<file path="config.mk">
export PLATFORM = sky130hd
export DESIGN_NAME = imem_loader
export DESIGN_NICKNAME = d
export VERILOG_FILES = /design/src/rtl/riscv_defines.sv /design/src/rtl/byte_word_packer.sv /design/src/rtl/imem_loader.sv
export SDC_FILE = /design/constraint.sdc
export NUM_CORES = 1
export LEC_CHECK = 0
export CORE_ASPECT_RATIO = 0.9
export CORE_UTILIZATION = 55
export DETAILED_ROUTE_END_ITERATION = 10
export PLACE_DENSITY = 0.85
export SYNTH_ARGS = -nofsm -noshare
export SYNTH_HDL_FRONTEND = slang
export SYNTH_SLANG_ARGS = --single-unit
</file>
<file path="constraint.sdc">
create_clock -name clk -period 5.5 [get_ports clk]
set_input_delay 0.825 -clock clk [delete_from_list [all_inputs] [get_ports clk]]
set_output_delay 0.825 -clock clk [all_outputs]
set_load 0.05 [all_outputs]
</file>
<file path="src/rtl/riscv_defines.sv">
// rtl/riscv_defines.sv - shared core definitions: instruction-memory loader state and sync marker
package riscv_defines;

   // Loader frame states; CSUM is only reachable with IMEM_LOADER_CHECKSUM_EN.
   typedef enum logic [2:0] {
      IDLE = 3'd0,
      LEN  = 3'd1,
      DATA = 3'd2,
      CSUM = 3'd3,
      RUN  = 3'd4,
      ERR  = 3'd5
   } loader_state_t;

   localparam logic [7:0] LOADER_SYNC_DEFAULT = 8'hA5;

endpackage

</file>
<file path="src/rtl/byte_word_packer.sv">
// rtl/byte_word_packer.sv - 4-byte little-endian shift register with byte index and word pulse
//
// Ports:
//   clk_i         core clock
//   resetn_i      synchronous active-low reset
//   clear_i       restart assembly at byte 0
//   byte_valid_i  byte_data_i is shifted in this cycle
//   byte_data_i   byte value
//   word_o        assembled word including the byte presented this cycle
//   word_valid_o  high in the cycle the 4th byte of a word is presented
module byte_word_packer (
   input  logic        clk_i,
   input  logic        resetn_i,
   input  logic        clear_i,
   input  logic        byte_valid_i,
   input  logic [7:0]  byte_data_i,
   output logic [31:0] word_o,
   output logic        word_valid_o
);

   logic [31:0] sr_q;
   logic [1:0]  idx_q;

   // Bytes enter at the top and move down, so the first byte ends in [7:0].
   assign word_o       = {byte_data_i, sr_q[31:8]};
   assign word_valid_o = byte_valid_i && (idx_q == 2'd3);

   always_ff @(posedge clk_i) begin
      if (!resetn_i || clear_i) begin
         sr_q  <= '0;
         idx_q <= '0;
      end else if (byte_valid_i) begin
         sr_q  <= word_o;
         idx_q <= idx_q + 2'd1;
      end
   end

endmodule

</file>
<file path="src/rtl/imem_loader.sv">
// rtl/imem_loader.sv - boot loader writing a framed byte stream into imem, then releasing the core
//
// Optional checksum byte after the data: define IMEM_LOADER_CHECKSUM_EN.
//
// Ports:
//   clk        core clock
//   start      synchronous active-low reset
//   rx_valid   byte available         rx_data   byte value
//   rx_ready   byte accepted when rx_valid && rx_ready
//   prog_en    imem write strobe      prog_addr imem byte address   prog_data imem word
//   core_run   core start (high = executing)
//   busy       frame in progress      error     last frame rejected
//   word_cnt   words written in current/last frame
module imem_loader import riscv_defines::*; #(
   parameter logic [31:0] BASE_ADDR      = 32'h0000_0000,
   parameter int unsigned MAX_WORDS      = 1024,
   parameter logic [7:0]  SYNC_BYTE      = LOADER_SYNC_DEFAULT,
   parameter int unsigned TIMEOUT_CYCLES = 0
) (
   input  logic        clk,
   input  logic        start,
   input  logic        rx_valid,
   input  logic [7:0]  rx_data,
   output logic        rx_ready,
   output logic        prog_en,
   output logic [31:0] prog_addr,
   output logic [31:0] prog_data,
   output logic        core_run,
   output logic        busy,
   output logic        error,
   output logic [15:0] word_cnt
);

   loader_state_t state_q, state_d, post_state;
   logic          prog_en_q;
   logic [31:0]   prog_addr_q, prog_data_q, gap_q;
   logic [15:0]   word_cnt_q, len_q;
   logic          accept, in_frame, frame_start, pack_valid, timeout_hit, write_now;
   logic [31:0]   pk_word;
   logic          pk_word_valid;

`ifdef IMEM_LOADER_CHECKSUM_EN
   logic [7:0] sum_q;
   assign post_state = CSUM;
`else
   assign post_state = RUN;
`endif

   // The write cycle blocks intake so a byte can never race the strobe.
   assign rx_ready    = !prog_en_q;
   assign accept      = rx_valid && rx_ready;
   assign in_frame    = (state_q == LEN) || (state_q == DATA) || (state_q == CSUM);
   assign frame_start = accept && (rx_data == SYNC_BYTE) &&
                        ((state_q == IDLE) || (state_q == RUN) || (state_q == ERR));
   assign pack_valid  = accept && ((state_q == LEN) || (state_q == DATA));
   assign write_now   = (state_q == DATA) && pk_word_valid;
   // A byte landing on the limit cycle wins over the timeout.
   assign timeout_hit = (TIMEOUT_CYCLES != 0) && in_frame && !accept &&
                        (gap_q == TIMEOUT_CYCLES - 1);

   byte_word_packer u_packer (
      .clk_i        (clk),
      .resetn_i     (start),
      .clear_i      (frame_start),
      .byte_valid_i (pack_valid),
      .byte_data_i  (rx_data),
      .word_o       (pk_word),
      .word_valid_o (pk_word_valid)
   );

   always_ff @(posedge clk) begin
      if (!start) state_q <= IDLE;
      else        state_q <= state_d;
   end

   always_comb begin
      state_d = state_q;
      case (state_q)
         IDLE, RUN, ERR: if (frame_start) state_d = LEN;
         LEN: begin
            if (pk_word_valid) begin
               if (pk_word > MAX_WORDS) state_d = ERR;
               else if (pk_word == '0)  state_d = post_state;
               else                     state_d = DATA;
            end
         end
         // Leave only once the final word's strobe cycle has gone by.
         DATA: if (prog_en_q && (word_cnt_q == len_q)) state_d = post_state;
`ifdef IMEM_LOADER_CHECKSUM_EN
         CSUM: if (accept) state_d = (rx_data == sum_q) ? RUN : ERR;
`else
         CSUM: state_d = ERR;
`endif
         default: state_d = IDLE;
      endcase
      if (timeout_hit) state_d = ERR;
   end

   always_comb begin
      busy     = (state_q == LEN) || (state_q == DATA) || (state_q == CSUM);
      error    = (state_q == ERR);
      core_run = (state_q == RUN);
   end

   always_ff @(posedge clk) begin
      if (!start) begin
         prog_en_q   <= 1'b0;
         prog_addr_q <= BASE_ADDR;
         prog_data_q <= '0;
         word_cnt_q  <= '0;
         len_q       <= '0;
         gap_q       <= '0;
      end else begin
         prog_en_q <= write_now;
         if (write_now) begin
            prog_data_q <= pk_word;
            prog_addr_q <= BASE_ADDR + {14'd0, word_cnt_q, 2'b00};
            word_cnt_q  <= word_cnt_q + 16'd1;
         end else if (frame_start) begin
            word_cnt_q  <= '0;
         end
         if ((state_q == LEN) && pk_word_valid) len_q <= pk_word[15:0];
         if (!in_frame || accept) gap_q <= '0;
         else                     gap_q <= gap_q + 32'd1;
      end
   end

`ifdef IMEM_LOADER_CHECKSUM_EN
   always_ff @(posedge clk) begin
      if (!start)                              sum_q <= '0;
      else if (frame_start)                    sum_q <= '0;
      else if ((state_q == DATA) && accept)    sum_q <= sum_q + rx_data;
   end
`endif

   assign prog_en   = prog_en_q;
   assign prog_addr = prog_addr_q;
   assign prog_data = prog_data_q;
   assign word_cnt  = word_cnt_q;

endmodule

</file>
==> impl_metrics.json <==
{
  "dr.pass1.iters": 7,
  "crit_arrival_ns": 3.45,
  "placedCellCount": 711,
  "hold_path.class": "register to register",
  "io_buffers": 79,
  "utilization": 0.6797,
  "vias": 4011,
  "cts-buffers-inserted": 9,
  "die_w_um": 98.09,
  "fin_crit_sh": 0.5839,
  "run_status": "finished, violations left",
  "grt_overflow": 0,
  "violations": "design-rule violations",
  "setup_viol": 0,
  "synth_ff_type": "dfxtp_1",
  "dieArea_um2": 8679,
  "internal-power_mw": 1.023,
  "antenna_found_initial": 0,
  "instances_no_fill": 725,
  "grt_max_degree": 59,
  "syn_area_um2": 4571,
  "switching_share": 0.2276,
  "maxSlewViolCount": 0,
  "cts_hold_buf": 0,
  "drc_errors": 9,
  "synth_common_cells": "162 x nand2_1, 110 x dfxtp_1, 81 x a21oi_1, 40 x nor2_1",
  "cts_root_buf": "clkbuf_8",
  "std_cell_rows": 31,
  "hpwlAfterDp_mm": 7.306,
  "p_seq_frac": 0.601,
  "htreeDepth": 3,
  "clockBufferDepth": 2,
  "syn_inst": 565,
  "ys_top_cells_by_area": "dfxtp_1 48%, nand2_1 13%, a21oi_1 8.9%",
  "cts_tree": "built",
  "synth_most_common_cell": "nand2_1",
  "worst_slew_pin_slew_ns": 1.041,
  "fin_skew_ns": 0.009665,
  "powerDensity_nw_per_um2": 241.4,
  "cap_violations": 0,
  "core_um2": 8068,
  "top_layer": "met4",
  "vias_per_cell": 5.532,
  "dr_wl_met2_mm": 5.232,
  "dp_slack_ns": 2.013,
  "vdd_drop_max_mv": 0.1377,
  "p_comb_frac": 0.040,
  "synth_top_area_share": 0.4818,
  "ys_seq_area_frac": 0.4818,
  "slew_headroom": 0.3039,
  "async_reset_ff_frac": 0,
  "final_antenna_net_count": 0,
  "wl_met1_mm": 4.710,
  "synth-edff-count": 0,
  "grt_setup_unrepaired": "no",
  "totalWireLength_mm": 10.61,
  "cp.required_ns": 5.74,
  "ys_types": 50,
  "cp-start-kind": "input pin",
  "wl_met3_um": 543,
  "cts.sinks": 110,
  "initial_core_util": 0.5665,
  "grt_pass1_vias": 3680,
  "p_total_mw": 1.324,
  "clock_latency_ns": 0.37,
  "finalHoldViolCount": 0,
  "syn_to_final_growth_pct": 19.98,
  "fmax_mhz": 311.4,
  "drive_gt1_frac": 0.04473,
  "drt-initial-drc-count": 280,
  "crit_fanout": 27,
  "fin_nets": 636,
  "io_pins": 96,
  "netlist.top_cell.by_area": "dfxtp_1",
  "grt_pass1_wl_mm": 17.32,
  "track_usage": 0.2502,
  "fin_tns_setup_ns": 0,
  "fp.dieH_um": 88.48,
  "gp_congestion": 0.8040,
  "routedWlPerCell_um": 14.63,
  "ys_ff_latch": 110,
  "p_leak_nw": 2.095,
  "setup_slack_ns": 2.288,
  "antenna_cells": 0,
  "switchingPower_mw": 0.3014,
  "fin_crit_ns": 3.212,
  "post_cts_buffers": 0,
  "clkPwrFrac": 0.358,
  "syn_avg_cell_area_um2": 8.090,
  "worst-setup-path-type": "input pin to register",
  "clkTransAtPathRegs_ns": 0.09,
  "endpoint_kind": "register",
  "post_cts_resized": 0,
  "yosys_warnings": 0
}
## worst max-delay path: stages
cell and delay, ns:
clkdlybuf4s50_1 0.47, nand2b_1 0.14, nor3_4 0.87, nand3_2 0.70
mux2i_1 0.37, nor2_1 0.07
## final timing paths
| kind | slack, ns | to | depth (start not counted) | from |
|---|---|---|---|---|
| max reg2reg | 2.72 | len_q[12]$_SDFFE_PN0P_ | 5 | state_q[1]$_SDFFE_PN0P_ |
| min | 0.46 | prog_addr[5]$_SDFFE_PN0P_ | 2 | prog_addr[5]$_SDFFE_PN0P_ |
| max | 2.29 | len_q[12]$_SDFFE_PN0P_ | 6 | rx_valid |
| min reg2reg | 0.46 | prog_addr[5]$_SDFFE_PN0P_ | 2 | prog_addr[5]$_SDFFE_PN0P_ |
## cells in the final DEF (no fill, tap or decap), types with 3 or more instances in the layout
cell type	count
clkbuf_8	10
xnor2_1	3
nor3_1	4
o21ai_1	3
nand2_1	162
nand3_1	13
a21oi_1	81
nor4_1	8
nand3b_1	3
dfxtp_1	110
nand4_1	5
xor2_1	17
and3_1	4
mux2i_1	17
conb_1	16
inv_1	5
nor2_1	40
clkdlybuf4s50_1	79
## logic make-up (layout without fill, tap and decap cells)
| family | after synthesis | in the layout | synth area share |
|---|---|---|---|
| simple gates | 259 | 259 | 0.2494 |
| flops | 110 | 110 | 0.4818 |
| compound gates | 99 | 99 | 0.1191 |
| buf+inv | 55 | 101 | 0.06296 |
| xor+xnor | 20 | 20 | 0.03833 |
| mux | 19 | 19 | 0.04216 |
| fa+ha+maj | 2 | 2 | 0.005474 |
| other cells | 1 | 16 | 0.0008205 |
## layer usage
metal  up-vias  global-route usage
li1       1969                   -
met5         -                   0
met4         0             0.06887
met2       119              0.4443
met3        12             0.04897
met1      1911              0.3140
## sequential cells by signal, indices dropped and copies added (netlist names)
register	cells
word_cnt	16
prog_data	32
prog_en	1
len_q	16
u_packer.sr_q	24
prog_addr	16
state_q	3
u_packer.idx_q	2
## power groups by stage
stage	logic [mW]	registers [mW]	clock network [mW]
finish	0.0531	0.796	0.475
floorplan	0.0485	0.815	0
detailed placement	0.0526	0.815	0
global placement	0.0521	0.815	0
CTS	0.0527	0.796	0.477
global route	0.0563	0.797	0.510
## metrics by stage
stage / hold slack (ns) / instance area, um^2
4_1_cts: 0.4613 / 5484
6_report: 0.4588 / 5484
2_1_floorplan: 0.4400 / 4627
3_5_place_dp: 0.4467 / 5298
5_1_grt: 0.4801 / 5484
3_3_place_gp: 0.4406 / 5298
## area by class of cell
class	count	area, um^2
clock buffers	10	137.6
clock inverters	4	48.80
fillers	643	2584
inverters	6	22.52
multi-input cells	415	2143
flip-flops and latches	110	2202
well taps	99	123.9
repair buffers	81	805.8
Note: power is estimated with default switching activity, not from simulation.
